===== src/rtl/servo_pulse_decoder.sv =====
`default_nettype none
// ============================================================================
// Module   : servo_pulse_decoder
// Purpose  : Receive side of the 50 Hz servo PWM link. Measures the high time
//            of each incoming servo pulse and converts it to an 8-bit
//            position (0..255). Flags over-long pulses and loss of signal.
// Ports    : clk            - system clock (only clock)
//            rst            - synchronous active-high reset
//            pwm_in_i       - asynchronous servo pulse input
//            duty_o         - last decoded position
//            duty_valid_o   - one-cycle strobe when duty_o/width_o update
//            width_o        - raw high time (cycles) of last accepted pulse
//            pulse_err_o    - one-cycle strobe on a rejected over-long pulse
//            signal_lost_o  - level, no accepted pulse within TIMEOUT_CYCLES
// Revision : 1.0 - initial release
// ============================================================================
module servo_pulse_decoder #(
    parameter int MIN_PULSE      = 2500,
    parameter int MAX_PULSE      = 5000,
    parameter int GLITCH_CYCLES  = 250,
    parameter int MAX_VALID      = 7500,
    parameter int TIMEOUT_CYCLES = 150000
) (
    input  logic        clk,
    input  logic        rst,
    input  logic        pwm_in_i,
    output logic [7:0]  duty_o,
    output logic        duty_valid_o,
    output logic [15:0] width_o,
    output logic        pulse_err_o,
    output logic        signal_lost_o
);

    localparam logic [15:0] C_MIN     = 16'(MIN_PULSE);
    localparam logic [15:0] C_MAX     = 16'(MAX_PULSE);
    localparam logic [15:0] C_GLITCH  = 16'(GLITCH_CYCLES);
    localparam logic [15:0] C_MAXV    = 16'(MAX_VALID);
    localparam logic [15:0] C_HI_SAT  = 16'(MAX_VALID + 1);
    localparam logic [20:0] C_SPAN    = 21'(MAX_PULSE - MIN_PULSE);
    localparam logic [17:0] C_TIMEOUT = 18'(TIMEOUT_CYCLES);
    localparam logic [4:0]  C_LAST_STEP = 5'd20;

    typedef enum logic [1:0] {
        ST_ARM       = 2'd0,
        ST_WAIT_RISE = 2'd1,
        ST_HIGH      = 2'd2,
        ST_CALC      = 2'd3
    } state_t;

    // ------------------------------------------------------------------
    // Registers
    // ------------------------------------------------------------------
    logic        sync1_q;
    logic        s_q;
    logic        s_dly_q;
    logic [1:0]  arm_cnt_q;
    state_t      state_q;
    logic [15:0] hi_cnt_q;
    logic [15:0] meas_q;
    logic [4:0]  step_q;
    logic [19:0] dvd_q;      // dividend shifting out, quotient shifting in
    logic [19:0] rem_q;
    logic [7:0]  duty_q;
    logic [15:0] width_q;
    logic        dv_q;
    logic        perr_q;
    logic [17:0] lost_cnt_q;
    logic        lost_q;

    // ------------------------------------------------------------------
    // Combinational helpers
    // ------------------------------------------------------------------
    logic        fall;
    logic        rise;
    logic [15:0] w_clamp;
    logic [19:0] num_load;
    logic [20:0] rem_shift;
    logic [20:0] rem_sub;
    logic        q_bit;
    logic [19:0] rem_d;
    logic [19:0] dvd_d;
    logic        finish;

    assign rise = s_q & ~s_dly_q;
    assign fall = ~s_q & s_dly_q;

    always_comb begin
        w_clamp = meas_q;
        if (meas_q < C_MIN) begin
            w_clamp = C_MIN;
        end else if (meas_q > C_MAX) begin
            w_clamp = C_MAX;
        end
    end

    assign num_load = 20'(w_clamp - C_MIN) * 20'd255;

    // Restoring division step. The remainder always stays below the divisor,
    // so the shifted remainder is below twice the divisor and bit 20 of the
    // difference is exactly the borrow of the trial subtraction.
    assign rem_shift = {1'b0, rem_q[19:0]} << 1 | {20'd0, dvd_q[19]};
    assign rem_sub   = rem_shift - C_SPAN;
    assign q_bit     = ~rem_sub[20];
    assign rem_d     = q_bit ? rem_sub[19:0] : rem_shift[19:0];
    assign dvd_d     = {dvd_q[18:0], q_bit};

    assign finish = (state_q == ST_CALC) && (step_q == C_LAST_STEP);

    // ------------------------------------------------------------------
    // Sequential logic
    // ------------------------------------------------------------------
    always_ff @(posedge clk) begin
        if (rst) begin
            sync1_q    <= 1'b0;
            s_q        <= 1'b0;
            s_dly_q    <= 1'b0;
            arm_cnt_q  <= 2'd0;
            state_q    <= ST_ARM;
            hi_cnt_q   <= 16'd0;
            meas_q     <= 16'd0;
            step_q     <= 5'd0;
            dvd_q      <= 20'd0;
            rem_q      <= 20'd0;
            duty_q     <= 8'd0;
            width_q    <= 16'd0;
            dv_q       <= 1'b0;
            perr_q     <= 1'b0;
            lost_cnt_q <= 18'd0;
            lost_q     <= 1'b1;
        end else begin
            sync1_q <= pwm_in_i;
            s_q     <= sync1_q;
            s_dly_q <= s_q;
            dv_q    <= 1'b0;
            perr_q  <= 1'b0;

            case (state_q)
                // Synchronizer flops are cleared by reset, so s_q does not
                // reflect the pin until two cycles after release. Waiting
                // for the pipeline to fill stops a pin that was already high
                // at release from looking like a fresh rising edge.
                ST_ARM: begin
                    if (arm_cnt_q != 2'd2) begin
                        arm_cnt_q <= arm_cnt_q + 2'd1;
                    end else if (!s_q) begin
                        state_q <= ST_WAIT_RISE;
                    end
                end

                ST_WAIT_RISE: begin
                    if (rise) begin
                        hi_cnt_q <= 16'd1;
                        state_q  <= ST_HIGH;
                    end
                end

                ST_HIGH: begin
                    if (s_q) begin
                        if (hi_cnt_q != C_HI_SAT) begin
                            hi_cnt_q <= hi_cnt_q + 16'd1;
                        end
                    end else if (fall) begin
                        if (hi_cnt_q < C_GLITCH) begin
                            state_q <= ST_WAIT_RISE;
                        end else if (hi_cnt_q > C_MAXV) begin
                            perr_q  <= 1'b1;
                            state_q <= ST_WAIT_RISE;
                        end else begin
                            meas_q  <= hi_cnt_q;
                            step_q  <= 5'd0;
                            state_q <= ST_CALC;
                        end
                    end
                end

                // Step 0 loads the scaled numerator, steps 1..20 each
                // produce one quotient bit. The final bit is written
                // straight into duty so the result is visible one cycle
                // after the last iteration.
                ST_CALC: begin
                    if (step_q == 5'd0) begin
                        dvd_q  <= num_load;
                        rem_q  <= 20'd0;
                        step_q <= 5'd1;
                    end else begin
                        dvd_q <= dvd_d;
                        rem_q <= rem_d;
                        if (step_q == C_LAST_STEP) begin
                            duty_q  <= dvd_d[7:0];
                            width_q <= meas_q;
                            dv_q    <= 1'b1;
                            state_q <= ST_WAIT_RISE;
                        end else begin
                            step_q <= step_q + 5'd1;
                        end
                    end
                end

                default: state_q <= ST_ARM;
            endcase

            // Loss-of-signal timer: only accepted pulses restart it.
            if (finish) begin
                lost_cnt_q <= 18'd0;
                lost_q     <= 1'b0;
            end else if (lost_cnt_q != C_TIMEOUT) begin
                lost_cnt_q <= lost_cnt_q + 18'd1;
                if (lost_cnt_q == C_TIMEOUT - 18'd1) begin
                    lost_q <= 1'b1;
                end
            end
        end
    end

    assign duty_o        = duty_q;
    assign duty_valid_o  = dv_q;
    assign width_o       = width_q;
    assign pulse_err_o   = perr_q;
    assign signal_lost_o = lost_q;

endmodule
`default_nettype wire


===== config.mk =====
export PLATFORM = sky130hd
export DESIGN_NAME = servo_pulse_decoder
export DESIGN_NICKNAME = d
export VERILOG_FILES = /design/src/rtl/servo_pulse_decoder.sv
export SDC_FILE = /design/constraint.sdc
export NUM_CORES = 1
export LEC_CHECK = 0
export ABC_AREA = 1
export CAP_MARGIN = 20
export CORE_MARGIN = 10
export CORE_UTILIZATION = 50
export DETAILED_ROUTE_END_ITERATION = 10
export GPL_TIMING_DRIVEN = 0
export PLACE_DENSITY = 0.75
export SYNTH_ARGS = -nofsm -noshare
export SYNTH_HDL_FRONTEND = slang
export SYNTH_SLANG_ARGS = --single-unit

===== constraint.sdc =====
create_clock -name clk -period 6.3 [get_ports clk]
set_clock_uncertainty 0.15 [all_clocks]
set_input_delay 0.63 -clock clk [delete_from_list [all_inputs] [get_ports clk]]
set_output_delay 0.63 -clock clk [all_outputs]
set_load 0.05 [all_outputs]

Yosys cells after proc, flatten, opt, wreduce, memory -nomap -nowiden
Cells that the tools add are included.
{"block": "word_totals", "out_inout_bits": 27, "wordCells": 107, "ff_bits": 129, "input_bits": 3}
{"block": "op_classes", "mux": 31, "eq_ne": 20, "addsub": 6, "order_cmp": 4, "n_mul": 1, "n_reduce_logical": 17, "n_bitwise": 12}
{"op": "2-to-1 mux 16 bit", "count": 5}
{"op": "2-to-1 mux 20 bit", "count": 3}
{"op": "> comparator 16 x 13 -> 1 bit, second input constant", "count": 2}
{"op": "case mux 16 bit (2 select lines)", "count": 1}
{"op": "2-to-1 mux 5 bit", "count": 6}
{"op": "inequality test 2 bit, second input constant", "count": 11}
{"op": "OR 21 x 1 -> 21 bit", "count": 1}
{"op": "subtractor 21 x 12 -> 21 bit, second input constant", "count": 1}
{"op": "multiplier 17 x 9 -> 20 bit, second input constant", "count": 1}
{"op": "adder 18 x 1 -> 18 bit, second input constant", "count": 1}
{"op": "equality test 18 bit, second input constant", "count": 1}
{"op": "2-to-1 mux 2 bit", "count": 9}
{"op": "inequality test 18 bit, second input constant", "count": 1}
{"op": "subtractor 16 x 12 -> 17 bit, second input constant", "count": 1}
{"op": "adder 16 x 1 -> 16 bit, second input constant", "count": 1}
{"op": "< comparator 16 x 12 -> 1 bit, second input constant", "count": 1}
{"op": "< comparator 16 x 8 -> 1 bit, second input constant", "count": 1}
{"op": "inequality test 16 x 13 -> 1 bit, second input constant", "count": 1}
{"op": "case mux 5 bit (2 select lines)", "count": 1}
{"op": "NOT 1 bit", "count": 9}
{"op": "case mux 2 bit (4 select lines)", "count": 1}
{"op": "nonzero test 2 bit", "count": 4}
{"op": "AND reduction 7 bit", "count": 1}
{"op": "AND reduction 6 bit", "count": 1}
{"op": "other kinds (19)", "count": 26}

Depth between registers and ports, before layout
Gate-level depths: netlist of run 1.
{"block": "depth", "ltp_word": 6, "depth_mapped": 39, "mapped_depth_nobuf": 38}

Least setup slack after synthesis of run 1
Ideal clock, no wire load.
{"block": "synth_path", "path_kind": "register -> register", "startpoint": "register meas_q[8]", "endpoint": "register dvd_q[14]", "slack_ns": 0.365, "setup_time_ns": 0.070, "stages_incl_launch_ff": 32, "n_path_buf": 1, "required_ns": 6.080, "period_less_slack_ns": 5.935, "t_arrival_ns": 5.714, "cell_sequence": "dfxtp_1 -> nand2_1 -> inv_1 -> nand2_1 -> nor2_1 -> nand2_1 -> nand2_2 -> nand2_2 -> buf_6 -> a21oi_1 -> inv_1 -> ha_1 -> nand2_4 -> xor2_2 -> inv_2 -> fa_1 -> inv_1 -> fa_1 -> fa_1 -> inv_1 -> fa_1 -> inv_1 -> ha_1 -> a21oi_1 -> a21boi_0 -> o21ai_0 -> nand2_1 -> nand2_1 -> a21oi_1 -> or2_2 -> nand3_1 -> a21oi_1"}
{"block": "synth_between", "elab_chain_cells": 6, "elab_cells_between_ends": 7, "classes_between": "add/sub (1); mul (1); order compare (2); mux (3)"}
{"item": "start: declaration", "line_no": "59", "rtl": "logic [15:0] meas_q;"}
{"item": "start signal: assignment", "line_no": "169", "rtl": "meas_q <= hi_cnt_q;"}
{"item": "> comparator 16 x 13 -> 1 bit", "line_no": "91", "rtl": "end else if (meas_q > C_MAX) begin"}
{"item": "2-to-1 mux 16 bit", "line_no": "91"}
{"item": "2-to-1 mux 16 bit (*)", "line_no": "89", "rtl": "if (meas_q < C_MIN) begin"}
{"item": "subtractor 16 x 12 -> 17 bit (*)", "line_no": "96", "rtl": "assign num_load = 20'(w_clamp - C_MIN) * 20'd255;"}
{"item": "multiplier 17 x 9 -> 20 bit (*)", "line_no": "96"}
{"item": "2-to-1 mux 20 bit (*)", "line_no": "181", "rtl": "if (step_q == 5'd0) begin"}
{"item": "end signal: assignment", "line_no": "182", "rtl": "dvd_q <= num_load;"}
{"item": "end signal: assignment", "line_no": "186", "rtl": "dvd_q <= dvd_d;"}
{"item": "end: declaration", "line_no": "61", "rtl": "logic [19:0] dvd_q;"}
Mark *: on every way between the ends. The rest lies on a longest branch, timed or not.
A chain may end at the register's enable or synchronous reset.

Worst setup path after layout of run 1
{"block": "layout_path", "startpoint": "register meas_q[10]", "endpoint": "register dvd_q[18]"}
Same word-level chain as after synthesis.

==> results of run 1 <==
==> cells by family (layout without fill, tap and decap cells) <==
group / after synthesis / in the layout
adder cells (fa/ha/maj): 105 / 105
XOR/XNOR: 25 / 25
flip-flops: 129 / 129
AO/OA/AOI/OAI: 243 / 243
buffers and inverters: 298 / 366
other: 2 / 5
AND/OR/NAND/NOR: 506 / 506
==> cell usage after synthesis (13+ instances only) <==
cell type	count
a21oi_1	112
o21ai_0	89
clkbuf_1	28
inv_1	255
nand2_2	17
ha_1	47
fa_1	58
nand2_1	267
xor2_1	16
dfxtp_1	129
nor3_1	21
nand3_1	61
nor2_1	89
nand4_1	13
==> per-stage QoR <==
stage                     utilization (%)  power, mW
after floorplan                         -       1.06
after global placement               54.5       1.13
after detailed placement             54.5       1.14
after CTS                            57.9       2.16
after global routing                 59.3       2.25
final                                59.3       2.16
==> worst max-delay path, delay by kind of cell, from the launching register on <==
| family | cells | cell delay [ns] |
|---|---|---|
| buffers and inverters | 6 | 0.68 |
| flip-flops | 1 | 0.35 |
| AO/OA/AOI/OAI | 3 | 0.30 |
| AND/OR/NAND/NOR | 15 | 1.68 |
| adder cells (fa/ha/maj) | 6 | 2.61 |
==> power by group through the flow <==
| stage | Sequential, mW | Combinational [mW] | Clock, mW |
|---|---|---|---|
| 3_5_place_dp | 0.878 | 0.260 | 0 |
| 2_1_floorplan | 0.873 | 0.191 | 0 |
| 5_1_grt | 0.865 | 0.306 | 1.07 |
| 4_1_cts | 0.861 | 0.267 | 1.04 |
| 3_3_place_gp | 0.877 | 0.249 | 0 |
| 6_report | 0.862 | 0.273 | 1.03 |
==> layer usage <==
metal	wire, microns	track usage [%]	vias up
li1	-	-	4235
met5	0	0	-
met2	10400	29.9	173
met4	412	6.38	0
met1	10100	23.4	3877
met3	1000	3.59	33
==> timing repair <==
item / in CTS / in global routing
resized for setup: 4 / 40
hold endpoints to repair: 0 / 0
endpoints found under the setup margin: 7 / 10
setup buffers: 0 / 7
hold buffers: 0 / 0
pin swaps: 0 / 12
==> sequential cells by signal, summed over array words and instances (netlist names), 5 cells and up <==
signal,flops
meas_q,16
duty_o,8
step_q,5
width_o,16
hi_cnt_q,16
lost_cnt_q,18
rem_q,20
dvd_q,20
==> cell type report <==
cell class	count	area share, %
buffer	32	1.21
clock buffer	20	4.25
clock inverter	12	1.47
inverter	266	9.35
multi-input combinational	884	53.8
sequential	129	24.1
tap	229	2.66
timing repair buffer	36	3.19
==> path summary, 6_finish.rpt <==
check,to,slack [ns],cells past startpoint
worst min register to register,s_q,0.26,2
worst max-delay path,dvd_q[18],0.36,30
worst max register to register,dvd_q[18],0.36,30
worst min-delay path,s_q,0.26,2
==> results.md, run 1 <==
- Ys flop type: dfxtp_1
- DP Worst Slack: -0.249 ns
- GR Util All Layers: 18.2%
- Pre-antenna DRT Iters: 5
- Fin. max-slew vios: 0
- Critical path capture point type: register
- Area Growth Syn to Fin: 15.7%
- Register area: 2590 sq um
- Slowest cell on the critical path: fa_1
- RSZ-0062 raised after global routing: true
- Worst Hold Class: reg2reg
- CTS HTree Levels: 4
- Period minus WS final: 5.94 ns
- Vias in the first global route: 7783
- GPL Wtd Cong: 0.927
- Async set-reset flop share out of synthesis: 0%
- Design Area, Final: 10800 sq um
- # DRC: 0
- Setup violators final: 0
- Critical Path RT: 6.44 ns
- Most frequent cells in the layout: nand2_1 (261), inv_1 (253), dfxtp_1 (125)
- Num Clock Sinks: 129
- Multiplexer share of the synthesized area: 0%
- Clock power share: 47.6%
- Crit. Startpoint: meas_q[10]
- Max frequency: 168 MHz
- Setup TNS: 0 ns
- Initial antenna violation count: 0
- Initial Util: 51.2%
- Die height: 156 microns
- Placed cells: 1569
- Net Switching: 0.599 mW
- Die Wd: 156 microns
- Top cell by count, worst path: nand2_1
- RR Startpoint: meas_q[10]
- First-pass GRT wire length: 36900 microns
- Yosys reg bits: 129
- Synth top area share: 27.8%
- Switching share of power: 27.7%
- GRT Residual Overflow: 0
- ANT nets after route: 0
- Combinational Power Share: 12.6%
- Clock Tree Buf Depth: 2
- Main combinational cell family by area after synthesis: simple AND/OR/NAND/NOR gates
- Critical path's largest stage delay: 0.55 ns
- N_diodes: 0
- Crit share post-route: 94.3%
- Clock root buffer: clkbuf_16
- Crit-path max FO: 10
- Reg clk slew, reported paths: 0.06 ns
- CP Class: reg2reg
- Synth area leader: dfxtp_1
- Yosys cell types: 50
- Yosys warning total: 0
- Area of the multi-input gates: 5790 sq um
- Starting DRT DRC Count: 615
- Number of nets in the layout: 1474
- Xor/xnor share of the synthesized area: 2.44%
- Row count: 49
- Io pins: 30
- Peak supply drop: 0.212 mV
- Synth Area in Compound Gates: 14.3%
- Core Area: 18100 sq um
- Via-to-Cell Ratio: 5.17
- Power per cell area: 201 nW/um^2
- Synthesized instance count: 1308
- Synth area leaders: dfxtp_1 (28%), fa_1 (12%), nand2_1 (11%)
- Total Wirelength: 21900 microns
- Final hold vios: 0
- Number of fill cells: 1641
- Internal power: 1.57 mW
- Syn Std Cell Area: 9300 sq um
- CP arrival: 6.08 ns
- Post-route setup slack: 0.362 ns
- Leakage power: 4.83 nW
- Sequential cell area fraction in the yosys report: 27.8%
- Flop pwr share: 39.8%
- Die area: 24400 sq um
- Max transition margin: 55.7%
- CTS tree: built
- Latest clock arrival within the worst-skew pair: 0.43 ns
- Adder-cell share of the synthesized area: 18.8%
- Avg Inst Size Synth: 7.11 sq um
- Min Hold Slack: 0.259 ns
- Most common cell after layout, fill and taps aside: nand2_1
- Detailed Place HPWL: 16800 microns
- # Max-Cap Violations: 0
- Simple-gate share of the synthesized area: 24.4%
- Number of enable flip-flop cells after synthesis: 0
- Actual slew at the worst max-slew pin: 0.664 ns
- Placed cell areas: 9880 sq um
- Port Buffers: 29
- Outcome: finished clean
- Via count: 8318
- Number of buffers created by CTS: 17
- Hold path startpoint: sync1_q
- Pin count of the biggest net entering global routing: 17
- Worst setup SP type: register
- Share of layout cells above drive strength 1: 9.35%
- Wire per inst: 13.6 microns
- Fin cells: 1608
(Power assumes the default switching activity.)
==> inputs of run 2 (changes only) <==
- CAP_MARGIN: 20 -> 5
- GPL_TIMING_DRIVEN: 0 -> not set
==> results.md, run 2 (synthesis gave the netlist of run 1 again) <==
- Outcome: finished clean
- Via-to-Cell Ratio: 5.12 (-1.1%)
- Slowest cell on the critical path: fa_1
- R2R Path End: dvd_q[18]
- CP Class: reg2reg
- R2R Setup Slk: 0.45 ns (+0.09 ns)
- Row count: 49 (unchanged)
- Critical path capture point type: register
- N_diodes: 0 (unchanged)
- Detailed Place HPWL: 15300 microns (-8.9%)
- Setup violators final: 0 (unchanged)
- Most common cell after layout, fill and taps aside: nand2_1
- Hold Path Stages: 2 (unchanged)
- Vias in the first global route: 7762 (-0.27%)
- Die area: 24400 sq um (unchanged)
- Die Wd: 156 microns (unchanged)
- Share of layout cells above drive strength 1: 8.37% (-0.98 points)
- Worst Hold End: s_q
- Top cell by count, worst path: nand2_1
- Total Wirelength: 20500 microns (-6.4%)
- Initial Util: 51.2% (unchanged)
- Pre-antenna DRT Iters: 6 (+1)
- CTS HTree Levels: 4 (unchanged)
- GPL Wtd Cong: 0.884 (-4.6%)
- Critical Path RT: 6.41 ns (-0.03 ns)
- Final hold vios: 0 (unchanged)
- Most frequent cells in the layout: nand2_1 (265), inv_1 (254), dfxtp_1 (129)
- CTS tree: built
- Power per cell area: 204 nW/um^2 (+1.6%)
- Wire per inst: 13.0 microns (-4.7%)
- R2r worst-path depth: 36 (+20%)
- Crit-path max FO: 10 (unchanged)
- Top Registers: dvd_q x20, rem_q x20, lost_cnt_q x18
- Clock Tree Buf Depth: 2 (unchanged)
- First-pass GRT wire length: 35500 microns (-4.0%)
- RR Startpoint: meas_q[6]
- Worst Hold Class: reg2reg
- Num Clock Sinks: 129 (unchanged)
- Worst setup SP type: register
- DP Worst Slack: 0.0234 ns (+0.272 ns)
- Reg clk slew, reported paths: 0.06 ns (about the same)
- Max frequency: 171 MHz (+1.6%)
- Area Growth Syn to Fin: 13.6%
- Number of nets in the layout: 1445 (-2.0%)
- Post-route setup slack: 0.455 ns (+0.0925 ns)
- Die height: 156 microns (unchanged)
- Period minus WS final: 5.85 ns (-0.0925 ns)
- Via count: 8081 (-2.8%)
- GRT Residual Overflow: 0 (unchanged)
- Core Area: 18100 sq um (unchanged)
- Crit share post-route: 92.8% (-1.5 points)
- Clock root buffer: clkbuf_16
- ANT nets after route: 0 (unchanged)
- GR Util All Layers: 17.2% (-1.0 points)
- # DRC: 0 (unchanged)
- # Max-Cap Violations: 0 (unchanged)
- Max transition margin: 34.4% (-21 points)
- Min Hold Slack: 0.256 ns (-0.00329 ns)
- Critical path's largest stage delay: 0.54 ns (about the same)
- Port Buffers: 29 (unchanged)
- Post-CTS Hold Buffers: 0 (unchanged)
- Io pins: 30 (unchanged)
- Fin. max-slew vios: 0 (unchanged)
- Number of buffers created by CTS: 17 (unchanged)
- Initial antenna violation count: 0 (unchanged)
- Actual slew at the worst max-slew pin: 0.984 ns (+0.320 ns)
- CP arrival: 5.96 ns (-0.12 ns)
- Leakage power: 4.80 nW (-0.52%)
- Peak supply drop: 0.219 mV (+3.2%)
- Starting DRT DRC Count: 480 (-22%)
- Hold path startpoint: sync1_q
- Latest clock arrival within the worst-skew pair: 0.42 ns (about the same)
- Pin count of the biggest net entering global routing: 50 (+33)
-- run 2: repair_timing --
action | in CTS | in global routing
buffers inserted | 0 | 4
endpoints found under the setup margin | 0 | 8
gates resized for setup | 0 | 20
-- run 2: area by class of cell --
| class | count | area (sq um) |
|---|---|---|
| Sequential cell | 129 | 2580 |
| Clock buffer | 19 | 443 |
| Multi-Input combinational cell | 884 | 5700 |
| Tap cell | 229 | 287 |
| Inverter | 266 | 1010 |
| Fill cell | 1661 | 7590 |
| Clock inverter | 13 | 183 |
| Timing Repair Buffer | 39 | 360 |
-- run 2: stage by stage --
| step | utilization [%] | setup TNS [ns] | power, mW | std cells | cell area (sq um) |
|---|---|---|---|---|---|
| 3_3_place_gp | 54.0 | 0 | 1.12 | 1543 | 9790 |
| 5_1_grt | 58.2 | -0.00709 | 2.25 | 1579 | 10600 |
| 6_report | 58.2 | 0 | 2.16 | 1579 | 10600 |
| 2_1_floorplan | - | 0 | 1.06 | 1311 | 9310 |
| 4_1_cts | 57.4 | 0 | 2.17 | 1575 | 10400 |
| 3_5_place_dp | 54.0 | 0 | 1.12 | 1543 | 9790 |
-- run 2: how the worst max path moves through the flow --
| stage | from | endpoint | cells after the start |
|---|---|---|---|
| final | meas_q[6] | dvd_q[18] | 36 |
| after global placement | meas_q[6] | dvd_q[18] | 36 |
| after floorplan | meas_q[8] | dvd_q[14] | 31 |
| after global routing | meas_q[12] | dvd_q[18] | 38 |
| after detailed placement | meas_q[6] | dvd_q[18] | 36 |
| after CTS | meas_q[6] | dvd_q[18] | 36 |
-- run 2: power breakdown --
| group | internal [mW] | switching [mW] |
|---|---|---|
| Sequential | 0.841 | 0.0203 |
| Clock | 0.673 | 0.372 |
| Combinational | 0.0763 | 0.175 |
| Total | 1.59 | 0.567 |
-- run 2: critical path, delay by kind of cell, from the launching register on --
family	cells	cell delay, ns
and+or+nand+nor	20	1.90
DFF	1	0.46
adders and majority gates	6	2.33
buffers and inverters	7	0.46
AOI/OAI and AO/OA	3	0.37
-- run 2: metal layers --
layer | track usage [%] | vias up | part of all wire [%]
met5 | 0 | - | 0
met4 | 5.21 | 0 | 1.5
met1 | 21.6 | 3723 | 47
li1 | - | 4176 | -
met2 | 29.1 | 154 | 48
met3 | 3.40 | 28 | 3.7
